===== config.mk =====
export PLATFORM = sky130hd
export DESIGN_NAME = next_pc_unit_flat
export DESIGN_NICKNAME = d
export VERILOG_FILES = /design/src/rtl/next_pc_if.sv /design/src/rtl/next_pc_unit.sv /design/src/flat_wrapper.sv
export SDC_FILE = /design/constraint.sdc
export NUM_CORES = 1
export LEC_CHECK = 0
export CORE_MARGIN = 8
export CORE_UTILIZATION = 36
export CTS_CLUSTER_DIAMETER = 120
export DETAILED_ROUTE_END_ITERATION = 10
export RECOVER_POWER = 100
export SYNTH_ARGS = -nofsm -noshare
export SYNTH_HDL_FRONTEND = slang
export SYNTH_SLANG_ARGS = --single-unit

===== constraint.sdc =====
create_clock -name Clk -period 4 [get_ports Clk]
set_clock_uncertainty 0.05 [all_clocks]
set_input_delay 0.8 -clock Clk [delete_from_list [all_inputs] [get_ports Clk]]
set_output_delay 0.8 -clock Clk [all_outputs]
set_load 0.05 [all_outputs]

===== src/rtl/next_pc_if.sv =====
// Control-unit / PC-register bus for the next-PC unit.
interface next_pc_if #(
  parameter int unsigned ADDR_W = 8,
  parameter int unsigned DEPTH  = 4
);
  localparam int unsigned DEPTH_W = $clog2(DEPTH) + 1;

  logic [ADDR_W-1:0]  PC;
  logic               Stall;
  logic               Halt;
  logic               Branch_Taken;
  logic [ADDR_W-1:0]  Branch_Offset;
  logic               Jump;
  logic               Call;
  logic               Ret;
  logic [ADDR_W-1:0]  Jump_Target;
  logic [ADDR_W-1:0]  Next_PC;
  logic [DEPTH_W-1:0] Stack_Depth;
  logic               Halted;
  logic               Fault;
  logic               Overflow;
  logic               Underflow;

  // Control side: drives PC and commands, observes the result.
  modport master (
    output PC, Stall, Halt, Branch_Taken, Branch_Offset, Jump, Call, Ret, Jump_Target,
    input  Next_PC, Stack_Depth, Halted, Fault, Overflow, Underflow
  );

  // Next-PC unit side.
  modport slave (
    input  PC, Stall, Halt, Branch_Taken, Branch_Offset, Jump, Call, Ret, Jump_Target,
    output Next_PC, Stack_Depth, Halted, Fault, Overflow, Underflow
  );
endinterface


===== src/rtl/next_pc_unit.sv =====
// Next-PC selection with return-address stack and RUN/HALT/FAULT control.
module next_pc_unit #(
  parameter int unsigned ADDR_W = 8,
  parameter int unsigned DEPTH  = 4
) (
  input  logic     Clk,
  input  logic     Clear_n,
  next_pc_if.slave bus
);
  localparam int unsigned PTR_W   = $clog2(DEPTH);
  localparam int unsigned DEPTH_W = PTR_W + 1;

  typedef enum logic [1:0] {
    S_RUN   = 2'd0,
    S_HALT  = 2'd1,
    S_FAULT = 2'd2
  } state_t;

  state_t             state_q, state_d;
  logic [DEPTH_W-1:0] depth_q, depth_d;
  logic               ovf_q, ovf_d;
  logic               unf_q, unf_d;
  logic               push;
  logic [ADDR_W-1:0]  stack_q [DEPTH];
  logic [ADDR_W-1:0]  pc_inc;
  logic [ADDR_W-1:0]  top;
  logic [ADDR_W-1:0]  next_pc;

  assign pc_inc = bus.PC + ADDR_W'(1);
  assign top    = stack_q[PTR_W'(depth_q - DEPTH_W'(1))];

  // State, depth and sticky-flag registers; reset empties the stack at once.
  always_ff @(posedge Clk or negedge Clear_n) begin
    if (!Clear_n) begin
      state_q <= S_RUN;
      depth_q <= '0;
      ovf_q   <= 1'b0;
      unf_q   <= 1'b0;
    end else begin
      state_q <= state_d;
      depth_q <= depth_d;
      ovf_q   <= ovf_d;
      unf_q   <= unf_d;
    end
  end

  // Stack storage; contents need no reset since depth gates every read.
  always_ff @(posedge Clk) begin
    if (push) stack_q[PTR_W'(depth_q)] <= pc_inc;
  end

  // Priority-ordered command decode: next state, stack action and Next_PC.
  always_comb begin
    state_d = state_q;
    depth_d = depth_q;
    ovf_d   = ovf_q;
    unf_d   = unf_q;
    push    = 1'b0;
    next_pc = bus.PC;
    case (state_q)
      S_RUN: begin
        if (bus.Stall) begin
          next_pc = bus.PC;
        end else if (bus.Halt) begin
          state_d = S_HALT;
        end else if (bus.Ret) begin
          if (depth_q != '0) begin
            next_pc = top;
            depth_d = depth_q - DEPTH_W'(1);
          end else begin
            unf_d   = 1'b1;
            state_d = S_FAULT;
          end
        end else if (bus.Call) begin
          if (depth_q != DEPTH_W'(DEPTH)) begin
            push    = 1'b1;
            next_pc = bus.Jump_Target;
            depth_d = depth_q + DEPTH_W'(1);
          end else begin
            ovf_d   = 1'b1;
            state_d = S_FAULT;
          end
        end else if (bus.Jump) begin
          next_pc = bus.Jump_Target;
        end else if (bus.Branch_Taken) begin
          next_pc = pc_inc + bus.Branch_Offset;
        end else begin
          next_pc = pc_inc;
        end
      end
      default: next_pc = bus.PC;
    endcase
    if (!Clear_n) next_pc = '0;
  end

  assign bus.Next_PC     = next_pc;
  assign bus.Stack_Depth = depth_q;
  assign bus.Halted      = (state_q == S_HALT);
  assign bus.Fault       = (state_q == S_FAULT);
  assign bus.Overflow    = ovf_q;
  assign bus.Underflow   = unf_q;
endmodule


===== src/flat_wrapper.sv =====
// flat-port wrapper written by rule: the top's interface ports become plain ports
module next_pc_unit_flat 
#(
  parameter int unsigned ADDR_W = 8,
  parameter int unsigned DEPTH  = 4
)
  (Clk, Clear_n, bus_PC, bus_Stall, bus_Halt, bus_Branch_Taken, bus_Branch_Offset, bus_Jump, bus_Call, bus_Ret, bus_Jump_Target, bus_Next_PC, bus_Stack_Depth, bus_Halted, bus_Fault, bus_Overflow, bus_Underflow);
  next_pc_if #(.ADDR_W(ADDR_W), .DEPTH(DEPTH)) bus_i ();
  input  logic Clk;
  input  logic Clear_n;
  input wire logic [$bits(bus_i.PC)-1:0] bus_PC;
  input wire logic [$bits(bus_i.Stall)-1:0] bus_Stall;
  input wire logic [$bits(bus_i.Halt)-1:0] bus_Halt;
  input wire logic [$bits(bus_i.Branch_Taken)-1:0] bus_Branch_Taken;
  input wire logic [$bits(bus_i.Branch_Offset)-1:0] bus_Branch_Offset;
  input wire logic [$bits(bus_i.Jump)-1:0] bus_Jump;
  input wire logic [$bits(bus_i.Call)-1:0] bus_Call;
  input wire logic [$bits(bus_i.Ret)-1:0] bus_Ret;
  input wire logic [$bits(bus_i.Jump_Target)-1:0] bus_Jump_Target;
  output wire logic [$bits(bus_i.Next_PC)-1:0] bus_Next_PC;
  output wire logic [$bits(bus_i.Stack_Depth)-1:0] bus_Stack_Depth;
  output wire logic [$bits(bus_i.Halted)-1:0] bus_Halted;
  output wire logic [$bits(bus_i.Fault)-1:0] bus_Fault;
  output wire logic [$bits(bus_i.Overflow)-1:0] bus_Overflow;
  output wire logic [$bits(bus_i.Underflow)-1:0] bus_Underflow;
  assign bus_i.PC = bus_PC;
  assign bus_i.Stall = bus_Stall;
  assign bus_i.Halt = bus_Halt;
  assign bus_i.Branch_Taken = bus_Branch_Taken;
  assign bus_i.Branch_Offset = bus_Branch_Offset;
  assign bus_i.Jump = bus_Jump;
  assign bus_i.Call = bus_Call;
  assign bus_i.Ret = bus_Ret;
  assign bus_i.Jump_Target = bus_Jump_Target;
  assign bus_Next_PC = bus_i.Next_PC;
  assign bus_Stack_Depth = bus_i.Stack_Depth;
  assign bus_Halted = bus_i.Halted;
  assign bus_Fault = bus_i.Fault;
  assign bus_Overflow = bus_i.Overflow;
  assign bus_Underflow = bus_i.Underflow;
  next_pc_unit #(.ADDR_W(ADDR_W), .DEPTH(DEPTH)) u_core (.Clk(Clk), .Clear_n(Clear_n), .bus(bus_i));
endmodule

# ---- Word level (Yosys, flattened, before mapping)
# Memories as Yosys holds them, arrays and structs flattened.
# Cells that the tools add are included.
dict set report op_classes {
  mux 27
  bitwise_logic 5
  add_sub_neg 4
  reduce_logical 9
  n_eq_ne 6
}
# cell n
set ops {}
lappend ops {{2-to-1 mux 8 bit} 10}
lappend ops {{2-to-1 mux 3 bit} 4}
lappend ops {{AND reduction 6 bit} 2}
lappend ops {{2-to-1 mux 2 bit} 5}
lappend ops {{AND reduction 5 bit} 2}
lappend ops {{inequality test 3 bit (second input constant)} 3}
lappend ops {{adder 8 x 1 -> 8 bit (second input constant)} 1}
lappend ops {{adder 8 bit} 1}
lappend ops {{2-to-1 mux 1 bit} 8}
lappend ops {{nonzero test 3 bit} 2}
lappend ops {{NOT 1 bit} 5}
lappend ops {{nonzero test 2 bit} 2}
lappend ops {{adder 3 x 1 -> 3 bit (second input constant)} 1}
lappend ops {{subtractor 3 x 1 -> 3 bit (second input constant)} 1}
lappend ops {{== test 2 x 1 -> 1 bit (second input constant)} 1}
lappend ops {{== test 2 bit (second input constant)} 1}
lappend ops {{zero test 2 bit} 1}
lappend ops {{inequality test 2 x 1 -> 1 bit (second input constant)} 1}
dict set report totals {
  ramBits 32
  regBits 7
  inputBits 32
  mem_count 1
  elab_cells 56
}
# name words word_bits read_ports rd_clocked_by_memory_dff write_ports line
set memory_table {}
lappend memory_table {u_core.stack_q 4 8 1 0 1 next_pc_unit.sv:24} ;# logic [ADDR_W-1:0] stack_q [DEPTH];

# ---- Depth between registers and ports, before layout
# Gate-level depths: netlist of the first run.
dict set report depth {
  word_depth 10
  depth_mapped 10
}

# ---- Worst setup path before layout of the first run
# Ideal clock, no wire load.
dict set report synth_path {
  kind {input port to output port}
  start {input port bus_PC[0]}
  end {output port bus_Next_PC[7]}
  slack_ns -0.106
  path_stages 9
  arrival_ns 3.256
  path_cell_list {ha_1 > nor3b_1 > or2_2 > ha_1 > nor3_1 > o211a_1 > nor3_1 > or3b_2 > a21oi_1}
}
dict set report synth_via {
  elab_chain_len 10
}
# element line
set synth_rtl {}
lappend synth_rtl {{start: declaration} flat_wrapper.sv:11} ;# input wire logic [$bits(bus_i.PC)-1:0] bus_PC;
lappend synth_rtl {{adder 8 x 1 -> 8 bit} next_pc_unit.sv:29} ;# assign pc_inc = bus.PC + ADDR_W'(1);
lappend synth_rtl {{via u_core.pc_inc[6]} next_pc_unit.sv:25} ;# logic [ADDR_W-1:0] pc_inc;
lappend synth_rtl {{adder 8 bit} next_pc_unit.sv:86} ;# next_pc = pc_inc + bus.Branch_Offset;
lappend synth_rtl {{2-to-1 mux 8 bit} next_pc_unit.sv:85} ;# end else if (bus.Branch_Taken) begin
lappend synth_rtl {{2-to-1 mux 8 bit} next_pc_unit.sv:83} ;# end else if (bus.Jump) begin
lappend synth_rtl {{2-to-1 mux 8 bit} next_pc_unit.sv:74} ;# end else if (bus.Call) begin
lappend synth_rtl {{2-to-1 mux 8 bit} next_pc_unit.sv:66} ;# end else if (bus.Ret) begin
lappend synth_rtl {{2-to-1 mux 8 bit} next_pc_unit.sv:64} ;# end else if (bus.Halt) begin
lappend synth_rtl {{2-to-1 mux 8 bit} next_pc_unit.sv:62} ;# if (bus.Stall) begin
lappend synth_rtl {{2-to-1 mux 8 bit} next_pc_unit.sv:60} ;# case (state_q)
lappend synth_rtl {{2-to-1 mux 8 bit} next_pc_unit.sv:93} ;# if (!Clear_n) next_pc = '0;
lappend synth_rtl {{end: declaration} flat_wrapper.sv:20} ;# output wire logic [$bits(bus_i.Next_PC)-1:0] bus_Next_PC;
# The timed path passes the listed nets, and every way through them passes these cells.

# ---- Final worst setup path of the first run
dict set report layout_path {
  start {input port bus_PC[6]}
  end {output port bus_Next_PC[6]}
}
dict set report layout_via {
  elab_chain_len 10
  elab_cells_between_ends 12
}
# element line
set layout_rtl {}
lappend layout_rtl {{adder 8 x 1 -> 8 bit *} next_pc_unit.sv:29}
lappend layout_rtl {{via u_core.pc_inc[6]} next_pc_unit.sv:25}
lappend layout_rtl {{adder 8 bit} next_pc_unit.sv:86}
lappend layout_rtl {{2-to-1 mux 8 bit *} next_pc_unit.sv:85}
lappend layout_rtl {{2-to-1 mux 8 bit *} next_pc_unit.sv:83}
lappend layout_rtl {{2-to-1 mux 8 bit *} next_pc_unit.sv:74}
lappend layout_rtl {{2-to-1 mux 8 bit *} next_pc_unit.sv:66}
lappend layout_rtl {{2-to-1 mux 8 bit *} next_pc_unit.sv:64}
lappend layout_rtl {{2-to-1 mux 8 bit *} next_pc_unit.sv:62}
lappend layout_rtl {{2-to-1 mux 8 bit *} next_pc_unit.sv:60}
lappend layout_rtl {{2-to-1 mux 8 bit *} next_pc_unit.sv:93}
# The timed path passes the listed nets; every way through them passes the cells marked *.

==> run metrics, run 1 <==
Final nets=around 370; Post-Syn Area=roughly 0.0026 sq mm; post-layout minimum cycle time=3.94 ns; cells after synthesis=approximately 230; worst-margin pin slew=0.762 ns; io pins=47; Worst EP arrival=3.09 ns; via/cell ratio=between 5 and 6; fraction of registers with async set/reset=between 10% and 20%; pwr dens=approximately 320 mW/mm^2; type of destination of the critical path=output pin; layout cells sized above 1=34.2%; Max Fanout on Critical Path=5; CP Cell Sequence=clkdlybuf4s50_1 -> inv_1 -> a31oi_1 -> or2_4 -> ha_4 -> or3_1 -> or3_4 -> nand3_2 -> a31oi_4 -> buf_12; share of the yosys chip area belonging to registers=a little over two fifths; Initial Util=approximately 37%; CTS tree=yes; Setup CP Type=in2out; detailed-placement wirelength estimate=5630 um; critical path's slowest cell=clkdlybuf4s50_1; Port Buf Inserts=46; core area=0.00718 sq mm; Post-synth EDFFs=32; setup ws final=0.0599 ns; VDD IR max=0.155 mV; final hold vios=0; Routed Wire Length=between 7000 and 8000 um; Synth Register Bits=39; Placer Congestion=0.880; die area=0.0103 sq mm; top sig layer=met4; Worst Hold Class=reg2reg; leakage power=1.48 nW; required time at the worst-slack endpoint=around 3.2 ns; Area growth syn-to-layout=48.6%; max cap viols=0; largest net degree at the start of global routing=18; nature of the critical path startpoint=primary input; status=complete, no violations; number of diodes=0; H-tree Lvls=2; width of the die=102 um; All-Layer GR Usage=between 10% and 20%; Die Ht=102 um; Max transition margin=between 40% and 50%; CP peak stage delay=approximately 0.53 ns; row count=31; fin crit share=between 90% and 100%; total number of vias=2227; Initial DRT Pass Iterations=4; hold_buf cts=0; WL met3=between 400 and 500 um; Yosys cell types=56; synth warn=0; CTS Buffer Depth=2; fin. max-slew vios=0; setup_tns=0 ns; clk sink count=39; DR WL met2=3760 um; drt drc=0; global-route wire length before repair=12000 um; DRT met1 WL=approximately 3400 um; average size of a mapped cell=11.3 sq um; 1st-iter DRT viols=99; TritonCTS Buffers=5; initial antenna violation count=0; Synth Flop Type=edfxtp_1; GRT Residual Overflow=0; Setup WS pre-CTS=-0.299 ns; Max Clock Freq=254 MHz; per-cell routed wire length=18.3 um; Reg clk slew, reported paths=0.08 ns; antenna-violating nets left=0; Skew-Pair Late Insertion Delay=0.29 ns; vias in the first global route=2313; root buffer cell=clkbuf_8; Mapped Nets=roughly 280; Setup violations, final=0
## worst paths after layout
kind                       slack, ns                       from                   endpoint  cells past startpoint
setup reg to reg                1.45  u_core.bus.Stack_Depth[1]       u_core.stack_q[1][3]                      6
hold reg to reg                 0.43       u_core.bus.Underflow       u_core.bus.Underflow                      1
max in group asynchronous       2.39                    Clear_n  u_core.bus.Stack_Depth[2]                      2
hold / removal                  0.43       u_core.bus.Underflow       u_core.bus.Underflow                      1
min in group asynchronous       1.19                    Clear_n  u_core.bus.Stack_Depth[0]                      2
setup / recovery                0.06                  bus_PC[6]             bus_Next_PC[6]                     10
## routing by layer
layer / up-vias / global-route usage [%]
met5: - / 0
met2: 71 / 25.0
met1: 1072 / 19.5
met4: 0 / 4.58
met3: 12 / 3.37
li1: 1072 / -
## cell type report
type | instances | area, sq um
fillers | 608 | 3260
multi-input cells | 170 | 1590
clock buffers | 5 | 68.8
inverters | 15 | 56.3
well taps | 99 | 124
clock inverters | 3 | 42.5
flip-flops and latches | 39 | 1140
repair buffers | 93 | 895
## synthesized netlist by cell type, types with 6 or more instances
cell / count / share of area (%)
dfrtp_1: 7 / 6.6
inv_1: 15 / 2.1
and2_1: 6 / 1.4
a21oi_1: 13 / 2.5
nor2_1: 9 / 1.3
o21ai_0: 14 / 2.7
mux4_2: 8 / 6.8
nor2b_1: 6 / 1.4
ha_1: 15 / 7.1
nand3_1: 8 / 1.5
xnor2_1: 6 / 2.0
nand2_1: 12 / 1.7
edfxtp_1: 32 / 36
## cell families after synthesis
kind of cell	share of synthesized area, %
flip-flops	43.1
adder cells (fa/ha/maj)	7.88
multiplexers	10.1
AO/OA/AOI/OAI	17.8
XOR/XNOR	3.85
AND/OR/NAND/NOR	13.1
buffers and inverters	4.23
## where the power goes
part	total [mW]	switching [mW]	internal (mW)
combinational	0.483	0.251	0.233
sequential	0.454	0.00529	0.448
clock	0.331	0.145	0.186
## worst max-delay path: cells and delay by family
kind            cells  cell delay, ns
fa+ha+maj           1            0.21
simple gates        4            1.02
compound gates      2            0.31
buf+inv             3            0.75
## registers in the layout (all words and copies together), names as in the netlist
| signal | cells |
|---|---|
| u_core.bus.Overflow | 1 |
| u_core.bus.Underflow | 1 |
| u_core.bus.Stack_Depth | 3 |
| u_core.stack_q | 32 |
| u_core.state_q | 2 |
## placed cells by master, fill, tap and decap left out, types with 5 or more instances in the layout
master and count:
buf_4 44, edfxtp_1 32, clkdlybuf4s50_1 31, inv_1 15
o21ai_0 14, a21oi_1 12, nand2_1 12, ha_1 10
nor2_1 8, mux4_2 8, buf_12 8, nand3_1 7
dfrtp_1 7, and2_1 6, nor2b_1 5, clkbuf_8 5
## per-stage QoR
step / instances / total power, mW / cell area [sq um] / utilization [%] / hold WS (ns)
2_1_floorplan: 233 / 0.731 / 2650 / - / 0.443
3_3_place_gp: 404 / 0.905 / 3520 / 49.0 / 0.408
3_5_place_dp: 404 / 0.908 / 3520 / 49.0 / 0.411
4_1_cts: 423 / 1.25 / 3810 / 53.1 / 0.432
5_1_grt: 424 / 1.32 / 3920 / 54.6 / 0.465
6_report: 424 / 1.27 / 3920 / 54.6 / 0.426
## what timing repair did
action	4_1_cts	5_1_grt
pin swaps	7	11
resized for setup	25	18
buffers inserted	11	1
hold endpoints to repair	0	0
endpoints found under the setup margin	6	5
No activity file was read; power rests on OpenSTA's default activity.
==> run 2: changes to the inputs <==
--- a/config.mk
+++ b/config.mk
@@ -5,6 +5,7 @@
 export SDC_FILE = /design/constraint.sdc
 export NUM_CORES = 1
 export LEC_CHECK = 0
+export ABC_AREA = 0
 export CORE_MARGIN = 8
 export CORE_UTILIZATION = 36
 export CTS_CLUSTER_DIAMETER = 120
==> results of run 2 <==
Same layout as run 1: the final DEF is identical, and so are final timing and power.
